$ cat src/rtl/ubbcl_seq_subtractor_if.sv
// Operand/result handshake bundle for the sequential block-CLA subtractor.
// The producer and consumer sides drive the master modport, the subtractor uses slave.
interface ubbcl_seq_subtractor_if #(
    parameter int WIDTH = 29
);
    logic             in_valid;
    logic             in_ready;
    logic [WIDTH-1:0] x;
    logic [WIDTH-1:0] y;
    logic             out_valid;
    logic             out_ready;
    logic [WIDTH-1:0] d;
    logic             borrow;

    modport master (
        output in_valid, x, y, out_ready,
        input  in_ready, out_valid, d, borrow
    );

    modport slave (
        input  in_valid, x, y, out_ready,
        output in_ready, out_valid, d, borrow
    );
endinterface

$ cat src/rtl/ubbcl_seq_subtractor.sv
// D = X - Y, one 4-bit lookahead block per cycle; 8 cycles accept-to-valid, holds in DONE while out_ready=0.
// Optional UBBCL_SUB_SAT_EN clamps d to 0 on borrow.
module ubbcl_seq_subtractor #(
    parameter int WIDTH = 29
) (
    input  logic                 clk,
    input  logic                 rst,
    ubbcl_seq_subtractor_if.slave bus
);
    localparam int BLK   = 4;
    localparam int NBLK  = (WIDTH + BLK - 1) / BLK;
    localparam int PADW  = NBLK * BLK;
    localparam int BW    = $clog2(NBLK);
    localparam int LASTW = WIDTH - (NBLK - 1) * BLK;
    localparam logic [BW-1:0] LAST_BLK = BW'(NBLK - 1);

    typedef enum logic [1:0] {IDLE, RUN, DONE} state_t;

    state_t           state;
    logic [PADW-1:0]  a_q;
    logic [PADW-1:0]  b_q;
    logic             c_q;
    logic [BW-1:0]    blk_q;
    logic [WIDTH-1:0] res_q;
    logic [WIDTH-1:0] d_q;
    logic             borrow_q;
    logic             out_valid_q;

    logic [BLK-1:0]   ga, gb, g, p, s;
    logic [BLK:0]     cv;
    logic             gg, pg, cout;
    logic [WIDTH-1:0] res_nxt;
    logic [WIDTH-1:0] diff;
    int               base;

    always_comb begin
        base  = int'(blk_q) * BLK;
        ga    = a_q[base +: BLK];
        gb    = b_q[base +: BLK];
        g     = ga & gb;
        p     = ga ^ gb;
        cv[0] = c_q;
        cv[1] = g[0] | (p[0] & cv[0]);
        cv[2] = g[1] | (p[1] & cv[1]);
        cv[3] = g[2] | (p[2] & cv[2]);
        gg    = g[3] | (p[3] & g[2]) | (p[3] & p[2] & g[1]) | (p[3] & p[2] & p[1] & g[0]);
        pg    = &p;
        cv[4] = gg | (pg & c_q);
        s     = p ^ cv[BLK-1:0];
        // The narrow final block takes its carry-out from inside the slice,
        // since the zero padding above it would kill the group generate.
        cout  = (blk_q == LAST_BLK) ? cv[LASTW] : cv[BLK];

        res_nxt = res_q;
        for (int i = 0; i < BLK; i++) begin
            if (base + i < WIDTH) res_nxt[base + i] = s[i];
        end

        diff = res_nxt;
`ifdef UBBCL_SUB_SAT_EN
        if (!cout) diff = '0;
`endif
    end

    always_ff @(posedge clk or posedge rst) begin
        if (rst) begin
            state       <= IDLE;
            a_q         <= '0;
            b_q         <= '0;
            c_q         <= 1'b0;
            blk_q       <= '0;
            res_q       <= '0;
            d_q         <= '0;
            borrow_q    <= 1'b0;
            out_valid_q <= 1'b0;
        end else begin
            case (state)
                IDLE: begin
                    if (bus.in_valid) begin
                        a_q   <= {{(PADW-WIDTH){1'b0}}, bus.x};
                        b_q   <= {{(PADW-WIDTH){1'b0}}, ~bus.y};
                        c_q   <= 1'b1;
                        blk_q <= '0;
                        state <= RUN;
                    end
                end
                RUN: begin
                    res_q <= res_nxt;
                    c_q   <= cout;
                    blk_q <= blk_q + BW'(1);
                    if (blk_q == LAST_BLK) begin
                        d_q         <= diff;
                        borrow_q    <= ~cout;
                        out_valid_q <= 1'b1;
                        state       <= DONE;
                    end
                end
                DONE: begin
                    if (bus.out_ready) begin
                        out_valid_q <= 1'b0;
                        state       <= IDLE;
                    end
                end
                default: state <= IDLE;
            endcase
        end
    end

    assign bus.in_ready  = (state == IDLE) && !rst;
    assign bus.out_valid = out_valid_q;
    assign bus.d         = d_q;
    assign bus.borrow    = borrow_q;
endmodule

$ cat src/flat_wrapper.sv
// flat-port wrapper written by rule: the top's interface ports become plain ports
module ubbcl_seq_subtractor_flat 
#(
    parameter int WIDTH = 29
)
  (clk, rst, bus_in_valid, bus_x, bus_y, bus_out_ready, bus_in_ready, bus_out_valid, bus_d, bus_borrow);
  ubbcl_seq_subtractor_if #(.WIDTH(WIDTH)) bus_i ();
  input  logic clk;
  input  logic rst;
  input wire logic [$bits(bus_i.in_valid)-1:0] bus_in_valid;
  input wire logic [$bits(bus_i.x)-1:0] bus_x;
  input wire logic [$bits(bus_i.y)-1:0] bus_y;
  input wire logic [$bits(bus_i.out_ready)-1:0] bus_out_ready;
  output wire logic [$bits(bus_i.in_ready)-1:0] bus_in_ready;
  output wire logic [$bits(bus_i.out_valid)-1:0] bus_out_valid;
  output wire logic [$bits(bus_i.d)-1:0] bus_d;
  output wire logic [$bits(bus_i.borrow)-1:0] bus_borrow;
  assign bus_i.in_valid = bus_in_valid;
  assign bus_i.x = bus_x;
  assign bus_i.y = bus_y;
  assign bus_i.out_ready = bus_out_ready;
  assign bus_in_ready = bus_i.in_ready;
  assign bus_out_valid = bus_i.out_valid;
  assign bus_d = bus_i.d;
  assign bus_borrow = bus_i.borrow;
  ubbcl_seq_subtractor #(.WIDTH(WIDTH)) u_core (.clk(clk), .rst(rst), .bus(bus_i));
endmodule
$ cat config.mk
export PLATFORM = sky130hd
export DESIGN_NAME = ubbcl_seq_subtractor_flat
export DESIGN_NICKNAME = d
export VERILOG_FILES = /design/src/rtl/ubbcl_seq_subtractor_if.sv /design/src/rtl/ubbcl_seq_subtractor.sv /design/src/flat_wrapper.sv
export SDC_FILE = /design/constraint.sdc
export NUM_CORES = 1
export LEC_CHECK = 0
export ABC_CLOCK_PERIOD_IN_PS = 4800
export BUFFER_PORTS_ARGS = -buffer_cell sky130_fd_sc_hd__buf_2
export CAP_MARGIN = 20
export CELL_PAD_IN_SITES_DETAIL_PLACEMENT = 0
export CELL_PAD_IN_SITES_GLOBAL_PLACEMENT = 1
export CORE_UTILIZATION = 45
export DETAILED_ROUTE_END_ITERATION = 6
export GPL_ROUTABILITY_DRIVEN = 0
export GPL_TIMING_DRIVEN = 0
export PLACE_DENSITY_LB_ADDON = 0.1
export RECOVER_POWER = 100
export SYNTH_ARGS = -nofsm -noshare
export SYNTH_HDL_FRONTEND = slang
export SYNTH_SLANG_ARGS = --single-unit
export TNS_END_PERCENT = 50
$ cat constraint.sdc
create_clock -name clk -period 4.8 [get_ports clk]
set_input_delay 0.48 -clock clk [delete_from_list [all_inputs] [get_ports clk]]
set_output_delay 0.48 -clock clk [all_outputs]
set_load 0.005 [all_outputs]
==> impl_metrics.py <==
metrics = {
    "status": {
        "failed_checks": "capacitance limit, slew limit",
        "status": "complete, but fails checks",
    },
    "worst_setup_path": {
        "critical-path-max-stage-delay_ns": 0.58,
        "critical_path_arrival_ns": 4.24,
        "crit_family": "buffers and inverters",
        "critPathBufInv": 3,
        "cpMaxStageDelayCell": "xor2_1",
        "endpoint": "u_core.res_q[3]$_DFFE_PP0P_",
        "reg2reg_from": "u_core.blk_q[1]$_DFFE_PP0P_",
        "reg2regPathDepth": 11,
        "crit_path_start": "u_core.blk_q[1]$_DFFE_PP0P_",
        "start_kind": "flip-flop",
        "path_common_cell": "fa_1",
        "path_depth": 11,
        "critPathRequiredTime_ns": 5.15,
        "rrSetupSlack_ns": 0.92,
        "critPathMaxFanout": 10,
        "path_cells": "clkbuf_1 -> clkbuf_1 -> nor2_1 -> a311oi_1 -> o21a_1 -> fa_1 -> inv_1 -> fa_1 -> fa_1 -> xor2_1 -> mux2_2",
        "r2r_end": "u_core.res_q[3]$_DFFE_PP0P_",
        "end_kind": "flip-flop",
        "critPathKind": "reg2reg",
    },
    "yosys": {
        "synth-xor-area-share_pct": 0.157,
        "syn-num-nets": 532,
        "synth_cell_type_count": 43,
        "synth-edff-count": 0,
        "synth_fa_ha_area_share_pct": 2.42,
        "synth_top_cells_by_count": "dfrtp_1, mux2_2, nor2_1, a21oi_1, nand2_1",
        "synth.avg_cell_area_um2": 12.1,
        "yosysWarnings": 0,
        "synth_area_leader_cell": "dfrtp_1",
        "ys_seq_elements": 124,
        "netlist_area_um2": 5580,
        "synth_area_leaders": "dfrtp_1, mux2_2, a21oi_1",
        "synth_top_family_by_area": "multiplexers",
        "synth-seq-area-share_pct": 55.6,
        "synth.most_common_cell": "dfrtp_1",
        "synth_compound_area_share_pct": 8.90,
        "yosysTopAreaCellShare_pct": 55.6,
        "async_flop_share_pct": 100,
        "synth_top_flop_cell": "dfrtp_1",
        "synth_simple_gate_area_share_pct": 8.79,
        "synthCells": 461,
        "synth.area.mux_share_pct": 20.0,
    },
    "sta": {
        "rsz0062_at_grt": "no",
        "slew-limit-headroom_pct": -62.3,
        "skew_ns": 0.00529,
        "final_max_slew_viol_count": 127,
        "max_freq_ghz": 0.257,
        "worstMarginPinSlew_ns": 2.42,
        "fin_crit_sh_pct": 80.9,
        "final.min_clock_period_ns": 3.88,
        "hold_viol_final": 0,
        "setup_violations": 0,
        "fin_setup_tns_ns": 0,
    },
    "grt": {
        "grt_use_total_pct": 21.6,
        "antenna_found_initial": 0,
        "overflow": 0,
        "grt_max_degree": 69,
        "grt_pass1_vias": 4087,
        "grt_pass1_wl_mm": 20.8,
    },
    "clock_tree": {
        "cts-htree-levels": 4,
        "insertion_delay_ns": 0.42,
        "cts_tree": "yes",
        "clk_pin_slew_worst_paths_ns": 0.05,
        "postCtsResizedCells": 0,
        "hold_buffers": 0,
        "clock-sinks": 124,
        "cts_made_buffers": 17,
        "cts_root_buffer": "clkbuf_16",
        "post-cts-setup-buffers": 0,
        "max-clock-path-buffers": 2,
    },
    "routing": {
        "wl_mm": 12.4,
        "drt_iter0_markers": 130,
        "vias": 3894,
        "wire_per_inst_um": 16.4,
        "viasPerCell": 5.16,
        "final_antenna_net_count": 0,
        "first_pass_iters": 4,
        "route.detailed.drc": 0,
    },
    "power_and_ir_drop": {
        "intPower_uw": 3400,
        "p_comb_share_pct": 45.6,
        "p_per_area_nw_per_um2": 819,
        "ir_drop_mv": 0.360,
        "clock_power_share_pct": 21.2,
        "p_leak_uw": 0.00307,
        "seqPwrFrac_pct": 33.2,
        "switching_share_pct": 38.3,
        "power.switching_uw": 2110,
    },
    "floorplanning": {
        "die_x_um": 113,
        "dieArea_um2": 12900,
        "rows": 40,
        "floorplan.initialDensity_pct": 46.3,
        "die_h_um": 113,
        "core_area_um2": 12100,
        "io_pins": 94,
    },
    "layout": {
        "n_antenna_cell": 0,
        "syn_to_final_growth_pct": 20.5,
        "drive_gt1_share_pct": 34.9,
        "nNetsFinal": 645,
        "final_core_util_pct": 55.8,
        "fillers": 1079,
    },
    "placed_design": {
        "dp_hpwl_mm": 8.77,
        "port_buffers": 93,
    },
    "min_path": {
        "hp-class": "in2reg",
    },
    "run": {
        "cap_viol_max_count": 2,
    },
}
[cells by family (layout without fill, tap and decap cells)]
family / Yosys count / after routing
AOI/OAI and AO/OA: 89 / 89
xor gates and xnor gates: 1 / 1
adders and majority gates: 9 / 9
buffers and inverters: 39 / 165
DFF: 124 / 124
muxes: 94 / 94
and+or+nand+nor: 105 / 105
[placed cells by master (no fill, tap or decap), types with 4 or more instances in the layout]
master	instances
a21oi_1	42
buf_2	88
clkbuf_1	34
clkbuf_16	17
clkinv_2	6
dfrtp_1	124
ha_1	6
inv_1	8
mux2_2	69
mux2i_1	16
mux4_2	6
nand2_1	35
nand2b_1	4
nand3_1	4
nor2_1	46
o21ai_0	30
o31ai_1	7
[sequential cells by signal (all words and copies together), names as in the netlist]
register / count
u_core.a_q: 29
u_core.bus.borrow: 1
u_core.state: 2
u_core.res_q: 29
u_core.b_q: 29
u_core.blk_q: 3
u_core.bus.d: 29
u_core.bus.out_valid: 1
u_core.c_q: 1
[power by group through the flow]
| stage | Sequential [µW] | Combinational, µW | Clock, µW |
|---|---|---|---|
| 6_report | 1830 | 2510 | 1170 |
| 5_1_grt | 1900 | 2850 | 1240 |
| 4_1_cts | 1830 | 2600 | 1190 |
| 3_5_place_dp | 1850 | 2600 | 0 |
| 3_3_place_gp | 1820 | 2530 | 0 |
| 2_1_floorplan | 1790 | 1820 | 0 |
[worst register-to-register path: stages (launching register included)]
cell and delay, ns:
dfrtp_1 0.37, clkbuf_1 0.53, clkbuf_1 0.47, nor2_1 0.10
a311oi_1 0.28, o21a_1 0.18, fa_1 0.17, inv_1 0.08
fa_1 0.39, fa_1 0.39, xor2_1 0.58, mux2_2 0.28
[per-layer routing]
layer	wire length [µm]	global-route usage [%]	vias to the layer above	part of all wire [%]
met5	0	0	-	0
met4	238	9.04	0	1.9
met3	389	4.25	18	3.1
met2	6160	35.8	89	50
met1	5600	28.0	1953	45
li1	-	-	1834	-
[final cells by class]
type / count / area, µm² / area share, %
clock inverters: 8 / 67.6 / 1.00
clock buffers: 24 / 472 / 7.01
plain buffers: 30 / 150 / 2.23
inverters: 9 / 35.0 / 0.521
multi-input cells: 298 / 2230 / 33.2
flip-flops and latches: 124 / 3100 / 46.1
repair buffers: 94 / 457 / 6.79
well taps: 168 / 210 / 3.12
[per-stage QoR]
stage,hold slack [ns],total power (µW),setup WS [ns],cell area (µm²),instances
after global routing,0.223,5980,0.575,6730,755
final,0.219,5510,0.916,6730,755
after global placement,0.460,4360,-0.395,6260,722
after CTS,0.136,5620,1.32,6830,755
after detailed placement,0.467,4450,1.34,6290,723
after floorplan,0.473,3610,1.02,5580,461
[worst min-delay path by stage]
| stage | from | to | depth (start not counted) | slack, ns |
|---|---|---|---|---|
| 5_1_grt | bus_y[0] | u_core.b_q[0]$_DFFE_PP0P_ | 2 | 0.22 |
| 2_1_floorplan | u_core.bus.d[0]$_DFFE_PP0P_ | u_core.bus.d[0]$_DFFE_PP0P_ | 2 | 0.47 |
| 4_1_cts | rst | u_core.bus.d[21]$_DFFE_PP0P_ | 2 | 0.14 |
| 3_3_place_gp | u_core.bus.d[8]$_DFFE_PP0P_ | u_core.bus.d[8]$_DFFE_PP0P_ | 2 | 0.46 |
| 3_5_place_dp | u_core.bus.d[0]$_DFFE_PP0P_ | u_core.bus.d[0]$_DFFE_PP0P_ | 2 | 0.47 |
| 6_report | bus_y[22] | u_core.b_q[22]$_DFFE_PP0P_ | 2 | 0.22 |
Power figures use the tool's default switching activity.
